$ cat src/rtl/multi_word_add_pkg.sv
// Shared FSM encoding for the multi-word add sequencer.
package multi_word_add_pkg;

  typedef enum logic [1:0] {
    S_IDLE  = 2'd0,
    S_RUN   = 2'd1,
    S_DRAIN = 2'd2
  } state_e;

  localparam logic [1:0] ST_IDLE  = 2'(S_IDLE);
  localparam logic [1:0] ST_RUN   = 2'(S_RUN);
  localparam logic [1:0] ST_DRAIN = 2'(S_DRAIN);

  // Word counter holds 0..nrOfWords without wrapping.
  function automatic int unsigned cnt_width(input int unsigned words);
    return $clog2(words) + 1;
  endfunction

endpackage

$ cat src/rtl/multi_word_add_sequencer_if.sv
// Operand/result valid-ready streams of the multi-word add sequencer.
interface multi_word_add_sequencer_if #(
  parameter int unsigned nrOfBits = 16
);
  logic                opValid;
  logic                opReady;
  logic [nrOfBits-1:0] opA;
  logic [nrOfBits-1:0] opB;
  logic                resValid;
  logic                resReady;
  logic [nrOfBits-1:0] result;

  modport master (
    output opValid, opA, opB, resReady,
    input  opReady, resValid, result
  );

  modport slave (
    input  opValid, opA, opB, resReady,
    output opReady, resValid, result
  );
endinterface

$ cat src/rtl/Adder.sv
// Word adder: sum = dataA + dataB + carryIn, widened to extendedBits.
module Adder #(
  parameter int unsigned nrOfBits     = 16,
  parameter int unsigned extendedBits = nrOfBits + 1
) (
  input  logic [nrOfBits-1:0]     dataA,
  input  logic [nrOfBits-1:0]     dataB,
  input  logic                    carryIn,
  output logic [extendedBits-1:0] sum
);
  assign sum = extendedBits'(dataA) + extendedBits'(dataB) + extendedBits'(carryIn);
endmodule

$ cat src/rtl/multi_word_add_sequencer.sv
// Adds two nrOfWords-word operands LS word first, one word per cycle.
// Optional subtract mode: define MULTI_WORD_ADD_SUB_EN.
module multi_word_add_sequencer
  import multi_word_add_pkg::*;
#(
  parameter int unsigned nrOfBits  = 16,
  parameter int unsigned nrOfWords = 4
) (
  input  logic                       clock,
  input  logic                       reset,
  input  logic                       start,
  input  logic                       carryIn,
`ifdef MULTI_WORD_ADD_SUB_EN
  input  logic                       sub,
`endif
  multi_word_add_sequencer_if.slave  bus,
  output logic                       carryOut,
  output logic                       busy,
  output logic                       done
);

  localparam int unsigned CW = cnt_width(nrOfWords);
  localparam int unsigned XW = nrOfBits + 1;

  logic [1:0]          state, state_nxt;
  logic                carry;
  logic [CW-1:0]       count;
  logic                res_valid;
  logic [nrOfBits-1:0] result_q;
  logic                ready;
  logic                op_xfer, res_xfer, last_word;
  logic                carry_init;
  logic [nrOfBits-1:0] opb_eff;
  logic [XW-1:0]       sum;

`ifdef MULTI_WORD_ADD_SUB_EN
  logic sub_q;
  // Subtract as A + ~B + !borrow.
  assign opb_eff    = sub_q ? ~bus.opB : bus.opB;
  assign carry_init = sub ? ~carryIn : carryIn;

  always_ff @(posedge clock) begin
    if (reset)
      sub_q <= 1'b0;
    else if (state == ST_IDLE && start)
      sub_q <= sub;
  end
`else
  assign opb_eff    = bus.opB;
  assign carry_init = carryIn;
`endif

  assign last_word = (count == CW'(nrOfWords - 1));
  assign op_xfer   = bus.opValid && ready;
  assign res_xfer  = res_valid && bus.resReady;

  assign bus.opReady  = ready;
  assign bus.resValid = res_valid;
  assign bus.result   = result_q;
  assign carryOut     = carry;

  Adder #(
    .nrOfBits     (nrOfBits),
    .extendedBits (XW)
  ) u_adder (
    .dataA   (bus.opA),
    .dataB   (opb_eff),
    .carryIn (carry),
    .sum     (sum)
  );

  always_ff @(posedge clock) begin
    if (reset)
      state <= ST_IDLE;
    else
      state <= state_nxt;
  end

  // Next state plus handshake decode; reset masks any transfer.
  always_comb begin
    state_nxt = state;
    ready     = 1'b0;
    done      = 1'b0;
    busy      = (state != ST_IDLE);
    case (state)
      ST_IDLE:  if (start) state_nxt = ST_RUN;
      ST_RUN: begin
        ready = !res_valid || bus.resReady;
        if (bus.opValid && ready && last_word) state_nxt = ST_DRAIN;
      end
      ST_DRAIN: begin
        if (res_valid && bus.resReady) begin
          state_nxt = ST_IDLE;
          done      = 1'b1;
        end
      end
      default:  state_nxt = ST_IDLE;
    endcase
    if (reset) begin
      ready = 1'b0;
      done  = 1'b0;
    end
  end

  always_ff @(posedge clock) begin
    if (reset) begin
      carry     <= 1'b0;
      count     <= '0;
      res_valid <= 1'b0;
      result_q  <= '0;
    end else begin
      if (state == ST_IDLE && start) begin
        carry <= carry_init;
        count <= '0;
      end
      if (op_xfer) begin
        {carry, result_q} <= sum;
        res_valid         <= 1'b1;
        count             <= count + CW'(1);
      end else if (res_xfer) begin
        res_valid <= 1'b0;
      end
    end
  end

endmodule

$ cat src/flat_wrapper.sv
// flat-port wrapper written by rule: the top's interface ports become plain ports
module multi_word_add_sequencer_flat import multi_word_add_pkg::*;
#(
  parameter int unsigned nrOfBits  = 16,
  parameter int unsigned nrOfWords = 4
)
  (clock, reset, start, carryIn, carryOut, busy, done, bus_opValid, bus_opA, bus_opB, bus_resReady, bus_opReady, bus_resValid, bus_result);
  multi_word_add_sequencer_if #(.nrOfBits(nrOfBits)) bus_i ();
  input  logic clock;
  input  logic reset;
  input  logic start;
  input  logic carryIn;
  output logic carryOut;
  output logic busy;
  output logic done;
  input wire logic [$bits(bus_i.opValid)-1:0] bus_opValid;
  input wire logic [$bits(bus_i.opA)-1:0] bus_opA;
  input wire logic [$bits(bus_i.opB)-1:0] bus_opB;
  input wire logic [$bits(bus_i.resReady)-1:0] bus_resReady;
  output wire logic [$bits(bus_i.opReady)-1:0] bus_opReady;
  output wire logic [$bits(bus_i.resValid)-1:0] bus_resValid;
  output wire logic [$bits(bus_i.result)-1:0] bus_result;
  assign bus_i.opValid = bus_opValid;
  assign bus_i.opA = bus_opA;
  assign bus_i.opB = bus_opB;
  assign bus_i.resReady = bus_resReady;
  assign bus_opReady = bus_i.opReady;
  assign bus_resValid = bus_i.resValid;
  assign bus_result = bus_i.result;
  multi_word_add_sequencer #(.nrOfBits(nrOfBits), .nrOfWords(nrOfWords)) u_core (.clock(clock), .reset(reset), .start(start), .carryIn(carryIn), .bus(bus_i), .carryOut(carryOut), .busy(busy), .done(done));
endmodule
$ cat config.mk
export PLATFORM = sky130hd
export DESIGN_NAME = multi_word_add_sequencer_flat
export DESIGN_NICKNAME = d
export VERILOG_FILES = /design/src/rtl/multi_word_add_pkg.sv /design/src/rtl/multi_word_add_sequencer_if.sv /design/src/rtl/Adder.sv /design/src/rtl/multi_word_add_sequencer.sv /design/src/flat_wrapper.sv
export SDC_FILE = /design/constraint.sdc
export NUM_CORES = 1
export LEC_CHECK = 0
export CAP_MARGIN = 40
export CORE_MARGIN = 10
export CORE_UTILIZATION = 23
export CTS_BUF_LIST = sky130_fd_sc_hd__clkbuf_4
export DETAILED_ROUTE_END_ITERATION = 8
export SLEW_MARGIN = 20
export SYNTH_ARGS = -nofsm -noshare
export SYNTH_HDL_FRONTEND = slang
export SYNTH_SLANG_ARGS = --single-unit
$ cat constraint.sdc
create_clock -name clock -period 6.1 [get_ports clock]
set_clock_uncertainty 0.1 [all_clocks]
set_input_delay 1.22 -clock clock [delete_from_list [all_inputs] [get_ports clock]]
set_output_delay 1.22 -clock clock [all_outputs]
set_load 0.005 [all_outputs]
### After elaboration in Yosys (flattened, before gate mapping)

Index checks and enable logic that the tools add are counted.

* reductions and logical operators: 12
* add/sub/neg operators: 3
* muxes and demuxes: 15
* equal/unequal tests: 6

Operator list (count)
* 16-bit by 16-bit adder with 17-bit output: 1
* 17-bit by 1-bit adder with 17-bit output: 1
* 1-bit two-way mux: 9
* 2-bit two-way mux: 3
* 3-bit two-way mux: 2
* 2-bit case mux with 3 select lines: 1
* 2-bit nonzero test: 3
* 1-bit logical AND: 5
* 2-bit by 1-bit inequality test with 1-bit output (second input constant): 2
* 3-bit by 1-bit adder with 3-bit output (second input constant): 1
* 3-bit by 2-bit equality test with 1-bit output (second input constant): 1
* 3-bit AND reduction: 1
* 2-bit by 1-bit equality test with 1-bit output (second input constant): 1
* 2-bit equality test (second input constant): 1
* 2-bit zero test: 1
* 2-bit inequality test (second input constant): 1
* 1-bit zero test: 1
* 1-bit logical OR: 1

* input port bits: 38
* word-level logic and storage cells: 41
* output and inout port bits: 21
* register bits: 23

### Depth between registers and ports, before layout

* depth in word-level cells: 6
* gate-level depth with buffers: 9
* gate-level depth less buffers: 9

### Cells and area by module

A second synthesis with hierarchy kept.

* cell total of the unflattened synthesis: 184
* area, all modules: 1752.9 sq um

By module, submodules not included
* multi_word_add_sequencer: area each 1019.7 sq um, times used 1, cells an instance 95
* Adder: area each 733.2 sq um, times used 1, cells an instance 89

### Worst setup path after synthesis

Ideal clock, no wire load.

* path type: in2reg
* start point: input port bus_opB[0]
* end point: register u_core.result_q[10], in the netlist u_core.bus.result[10]
* path slack: 2904 ps
* data required time: 5871 ps
* library setup time: 129 ps
* arrival time: 2968 ps
* buffers on the path: 0
* stages: 9
* cell sequence: fa_1 inv_1 fa_1 and2b_1 o31a_2 o31ai_2 o21ai_0 xnor2_1 o21ai_0

* cells in the longest elaborated chain, start to end: 2

RTL lines
* from (decl): line flat_wrapper.sv:18 `input wire logic [$bits(bus_i.opB)-1:0] bus_opB;`
* 16-bit by 16-bit adder with 17-bit output: line Adder.sv:11 `assign sum = extendedBits'(dataA) + extendedBits'(dataB) + extendedBits'(carryIn);`
* 17-bit by 1-bit adder with 17-bit output: line Adder.sv:11
* to (signal assigned): line multi_word_add_sequencer.sv:117 `{carry, result_q} <= sum;`
* to (decl): line multi_word_add_sequencer.sv:29 `logic [nrOfBits-1:0] result_q;`

Every way passes these cells.
A chain may end at the register's enable or synchronous reset.

### Worst setup path in the final report

* start point: input port reset
* end point: output port done

* cells in the longest elaborated chain, start to end: 1

RTL lines
* from (decl): line flat_wrapper.sv:10 `input logic reset;`
* 1-bit two-way mux: line multi_word_add_sequencer.sv:99 `if (reset) begin`
* to (decl): line flat_wrapper.sv:15 `output logic done;`

Every way passes these cells.

==> run_results.csv <==
group,metric,value,unit
worst_hold_path,hp-start,"u_core.bus.result[12]",
power,p_int,0.000263,W
logic_synthesis,ys_ff_latch,23,
logic_synthesis,syn_nets,252,
clocking,cts_buffers,3,
floorplanning,ioPinCount,59,
layout,drive_above_1_share,0.0595,
logic_synthesis,ys_types,41,
timing,worstMarginPinSlew,496,ps
layout,diodes,0,
timing,rsz0062_at_grt,"false",
worst_setup_path,rr_startpoint,"u_core.carryOut",
clocking,cts-root-buf,"clkbuf_4",
global_route,grt_use_total,0.0812,
worst_setup_path,cp_top_family,"buffers and inverters",
floorplanning,die_w,104,µm
clocking,holdBufCountCts,0,
logic_synthesis,yosysTopAreaCellShare,0.283,
worst_hold_path,min_path_type,"reg -> reg",
global_route,grt-ovfl-total,0,
timing,fin_setup_tns,0,ps
power,power_density,164,mW/mm²
timing,post-route-period-util,0.729,
timing,maxSlewViolCount,0,
timing,hold_violations,0,
logic_synthesis,synth-simple-area-share,0.173,
timing,setup_viol,0,
power,clockPowerShare,0.193,
detailed_routing,drtAntennaViolNets,0,
clocking,clkTransAtPathRegs,140,ps
worst_setup_path,worstSetupPathType,"in -> out",
detailed_routing,viasPerCell,4.51,
detailed_routing,avgRoutedWirePerCell,13.1,µm
logic_synthesis,synth_top_family_by_area,"compound AO/OA/AOI/OAI gates",
floorplanning,die_y,104,µm
layout,syn2layout_area_growth,44.0,%
placed_design,place_congestion,0.793,
worst_setup_path,worstSetupStartpointType,"primary input",
global_route,grt_pass1_vias,1550,
logic_synthesis,yosysTopAreaCell,"dfxtp_1",
worst_hold_path,min_to,"u_core.bus.result[12]",
logic_synthesis,ys.flop_type,"dfxtp_1",
worst_hold_path,whs_path_depth,2,
floorplanning,fp-row-count,30,
power,vdd_ir_drop_max,0.0000568,V
worst_setup_path,crit_path_frequent_cell,"clkdlybuf4s50_1",
logic_synthesis,synthCells,195,
worst_setup_path,required,4780,ps
logic_synthesis,synth_compound_area_frac,0.273,
timing,holdWs,368,ps
clocking,numClockSinks,23,
power,netSwitchingFraction,0.316,
power,p_switching,0.000122,W
clocking,clk_path_buf_depth,2,
floorplanning,core_area,0.00683,mm²
logic_synthesis,synth_area_leaders,"dfxtp_1, ha_1, o21ai_0, xnor2_1, a21oi_1",
global_route,grt_first_pass_wirelength,7490,µm
timing,relSlewSlack,0.669,
clocking,tritoncts,"done",
layout,multiInputGateArea,0.00111,mm²
worst_setup_path,cp.buffers_inverters,3,
detailed_routing,drt-pass1-iter-count,4,
timing,period_minus_slack,4450,ps
clocking,cts_setup_buffers,0,
clocking,cts.htree.levels,1,
logic_synthesis,yosysWarningCount,0,
logic_synthesis,yosysSeqAreaShare,0.283,
floorplanning,die_area,0.0108,mm²
power,seqPwrFrac,0.429,
logic_synthesis,synth-async-reset-ratio,0,
power,p_comb_frac,0.378,
layout,seqCellArea,460,µm²
power,leakagePower,0.894,nW
logic_synthesis,syn_area,0.00163,mm²
worst_setup_path,reg2reg_slack,3600,ps
worst_setup_path,end_kind,"primary output",
layout,nFillCells,736,
logic_synthesis,avgSynthCellArea,8.35,µm²
logic_synthesis,synthAdderAreaFrac,0.155,
detailed_routing,drt_wl_total,4550,µm
worst_setup_path,slowest_delay,780,ps
worst_setup_path,critPathSlowestCell,"clkdlybuf4s50_1",
logic_synthesis,yosys-mux-area-fraction,0.00615,
layout,nets,310,
placed_design,port_buffers,58,
flow_run,cap_violations,0,
worst_setup_path,rr_worst_depth,9,
clocking,cts-resized-gates,0,
detailed_routing,routed-via-count,1571,
worst_setup_path,path_depth,5,
worst_setup_path,worstPathMaxFanout,15,
timing,clock.fmax,0.225,GHz
run_status,status,"finished clean",
detailed_routing,route.detailed.drc,0,
worst_setup_path,cp.arrival,3130,ps
clocking,clock_latency,310,ps
layout,fin_util,0.343,
global_route,grt_max_degree,43,
global_route,antenna_found_initial,0,
logic_synthesis,synth_xor_xnor_area_share,0.0753,
worst_setup_path,cp_cell_sequence,"clkdlybuf4s50_1 -> clkinv_1 -> nand2_1 -> nor3_1 -> clkdlybuf4s50_1",
logic_synthesis,synth_edf_count,0,
worst_setup_path,reg2reg_to,"u_core.bus.result[14]",
floorplanning,initial_core_util,0.238,
detailed_routing,drtIter0Drc,38,
placed_design,place_hpwl,3770,µm
[cells in the final DEF, fill, tap and decap left out, drive strengths merged, types with 2 or more instances in the layout]
cell type,instances
a211oi,3
a21o,4
a21oi,16
a31o,2
a31oi,2
clkbuf,3
clkdlybuf4s50,58
dfxtp,23
fa,2
ha,17
inv,8
nand2,12
nand2b,4
nand3,11
nand3b,5
nand4,2
nor2,16
nor3,4
o211ai,2
o21a,3
o21ai,22
o31ai,2
o41ai,2
xnor2,10
xor2,4
[how the worst max path moves through the flow]
stage | startpoint | endpoint | slack [ps]
6_report | reset | done | 1650
5_1_grt | reset | done | 1500
4_1_cts | reset | done | 1650
3_5_place_dp | reset | done | 1650
3_3_place_gp | reset | done | 1690
2_1_floorplan | bus_opB[0] | u_core.bus.result[10] | 2900
[layer usage]
| layer | track usage | vias to the layer above | share of wire | routed length, µm |
|---|---|---|---|---|
| met3 | 0.0291 | 2 | 0.064 | 291 |
| met4 | 0.0149 | 0 | 0.0042 | 19 |
| met2 | 0.127 | 42 | 0.43 | 1960 |
| li1 | - | 822 | - | - |
| met1 | 0.105 | 705 | 0.50 | 2280 |
| met5 | 0 | - | 0 | 0 |
[registers in the layout, indices dropped and copies added (netlist names)]
signal	count
u_core.bus.result	16
u_core.count	3
u_core.state	2
u_core.bus.resValid	1
u_core.carryOut	1
[power by group through the flow]
stage | Combinational (W) | Clock [W] | Sequential (W)
4_1_cts | 0.000148 | 0.0000766 | 0.000165
3_3_place_gp | 0.000146 | 0 | 0.000169
3_5_place_dp | 0.000147 | 0 | 0.000169
2_1_floorplan | 0.0000849 | 0 | 0.000168
6_report | 0.000146 | 0.0000741 | 0.000165
5_1_grt | 0.000162 | 0.0000816 | 0.000167
[synthesized netlist by cell type (5+ instances only)]
cell and n:
a21oi_1 16, nor2_1 16, dfxtp_1 23, ha_1 17, nand2_1 12, inv_1 8
o21ai_0 18, nand3_1 11, clkbuf_1 6, xnor2_1 10, nand3b_1 5
[layout make-up]
| class | count | area share |
|---|---|---|
| timing repair buffer | 59 | 0.251 |
| multi-input combinational | 157 | 0.474 |
| clock buffer | 3 | 0.00961 |
| clock inverter | 1 | 0.00320 |
| inverter | 9 | 0.0144 |
| sequential | 23 | 0.196 |
| tap | 96 | 0.0513 |
[worst min-delay path: stages, from the launching register on]
cell     delay, ps
dfxtp_1        340
nand3_1         60
o21ai_1         50
[through the flow]
step	cells	worst slack, ps	cell area, µm²	total power, W
after global routing	348	1500	2340	0.000411
after detailed placement	344	1650	2310	0.000315
after floorplan	195	2900	1630	0.000253
after CTS	348	1650	2340	0.000390
final	348	1650	2340	0.000385
after global placement	344	1690	2310	0.000315
[cells by family (layout without fill, tap and decap cells)]
family,after synthesis,after routing
adders and majority gates,19,19
AOI/OAI and AO/OA,65,65
buffers and inverters,15,72
and+or+nand+nor,58,58
xor gates and xnor gates,14,14
muxes,1,1
DFF,23,23
Power figures use the tool's default switching activity.
==> RTL change: new RTL, config.mk and constraints unchanged <==
`nrOfWords` is set to 4 in 2 places; all go to 8.
--- a/src/rtl/multi_word_add_sequencer.sv
+++ b/src/rtl/multi_word_add_sequencer.sv
@@ -4,7 +4,7 @@
   import multi_word_add_pkg::*;
 #(
   parameter int unsigned nrOfBits  = 16,
-  parameter int unsigned nrOfWords = 4
+  parameter int unsigned nrOfWords = 8
 ) (
   input  logic                       clock,
   input  logic                       reset,
--- a/src/flat_wrapper.sv
+++ b/src/flat_wrapper.sv
@@ -2,7 +2,7 @@
 module multi_word_add_sequencer_flat import multi_word_add_pkg::*;
 #(
   parameter int unsigned nrOfBits  = 16,
-  parameter int unsigned nrOfWords = 4
+  parameter int unsigned nrOfWords = 8
 )
   (clock, reset, start, carryIn, carryOut, busy, done, bus_opValid, bus_opA, bus_opB, bus_resReady, bus_opReady, bus_resValid, bus_result);
   multi_word_add_sequencer_if #(.nrOfBits(nrOfBits)) bus_i ();
Check against the original RTL: not equivalent (Yosys sat finds a counterexample within 10 cycles, from zero or initial values and one cycle with reset high).
==> RTL change against the unedited design <==
- cell area is 6.4% higher
- count of clock-buffer cells in the layout stayed put
- worst setup slack better by 0.018 ns
- synthesized cell count is 8.7% higher
- total power is 14% higher
- wire length is 8.2% higher
- area after synthesis is 8.1% higher
- sequential cell count is 1 higher
- non-clock buffer count stayed put
- die area is 6.6% higher
- largest power group unchanged
==> RTL change: results (changes against the unedited design) <==
Status
  • Run status: complete, no violations

Layout
  • Layout net count: 322 (+3.9%)
  • #MultiIn Comb: 170 (+8.3%)
  • Fill count: 770 (+4.6%)
  • Non-clk invs: 8 (-1)
  • Reg area: 480 um^2 (+4.3%)
  • Data buffer area share: 24.4% (-0.71 points)
  • Fraction of area in multi-input gates: 48.1% (+0.66 points)
  • Share of cells above drive strength 1: 4.91% (-1.0 points)

Global routing
  • Gr usage total: 8.44% (+0.32 points)
  • Largest net degree at the start of global routing: 26 (-40%)
  • Vias in the first global route: 1684 (+8.6%)

Routing
  • Routed vias/inst: 4.55 (+0.72%)
  • DRT iter0 DRCs: 79 (+110%)
  • Final wirelength: 4.93 mm (+8.2%)

Synthesis
  • Area contributors post-synth: dfxtp_1 27%, ha_1 11%, nand3b_1 8.5%
  • Cell variety after synth: 42 (+2.4%)
  • Synth cell count leaders: 24 x dfxtp_1, 20 x nand3b_1, 20 x o21ai_0
  • Xor-xnor portion of the synthesized cell area: 5.47% (-2.1 points)
  • Complex-gate fraction of the synthesized area: 25.9% (-1.3 points)
  • Mux cell area share after synthesis: 0.569% (-0.046 points)

Critical path
  • Reg2reg end: u_core.carryOut
  • R2r setup slk: 3.70 ns (+0.10 ns)
  • Data arrival, critical path: 3.11 ns (-0.02 ns)

Placement
  • Placement Setup Slack: 1.68 ns (+0.0298 ns)
  • Dpl hpwl: 4.08 mm (+8.3%)

Pwr
  • Maximum vdd drop: 76.7 uV (+35%)
  • Sequential share of power: 39.3% (-3.6 points)
  • Seq pwr: 0.172 mW (+4%)
  • Switch share: 28.3% (-3.3 points)

Timing
  • Slew margin rel.: 46.7% (-20 points)
  • Post-layout min period: 4.43 ns (-0.0180 ns)
  • Fin Hold WS: 0.379 ns (+0.0115 ns)

Hold path
  • Worst Hold End: u_core.count[3]
  • Hold depth: 1 (-1)
RTL change: stage by stage:
step / instance area [um^2] / total power [mW] / util (%) / std cells
floorplan: 1760 / 0.263 / - / 212
global placement: 2410 / 0.325 / 32.9 / 359
CTS: 2490 / 0.446 / 34.0 / 364
detailed placement: 2440 / 0.327 / 33.3 / 360
global route: 2490 / 0.468 / 34.0 / 364
finish: 2490 / 0.438 / 34.0 / 364
RTL change: critical path, cell delays in order:
cell and delay [ns]:
clkdlybuf4s50_1 0.82, nand2b_1 0.35, nor3_1 0.17, clkdlybuf4s50_1 0.54
RTL change: layer usage:
metal  global-route usage, %  share of wire (%)  vias up
met5                       0                  0        -
met1                    10.4                 46      733
met2                    14.7                 48       42
met4                   0.859               0.20        0
li1                        -                  -      878
met3                    2.34                5.8        2
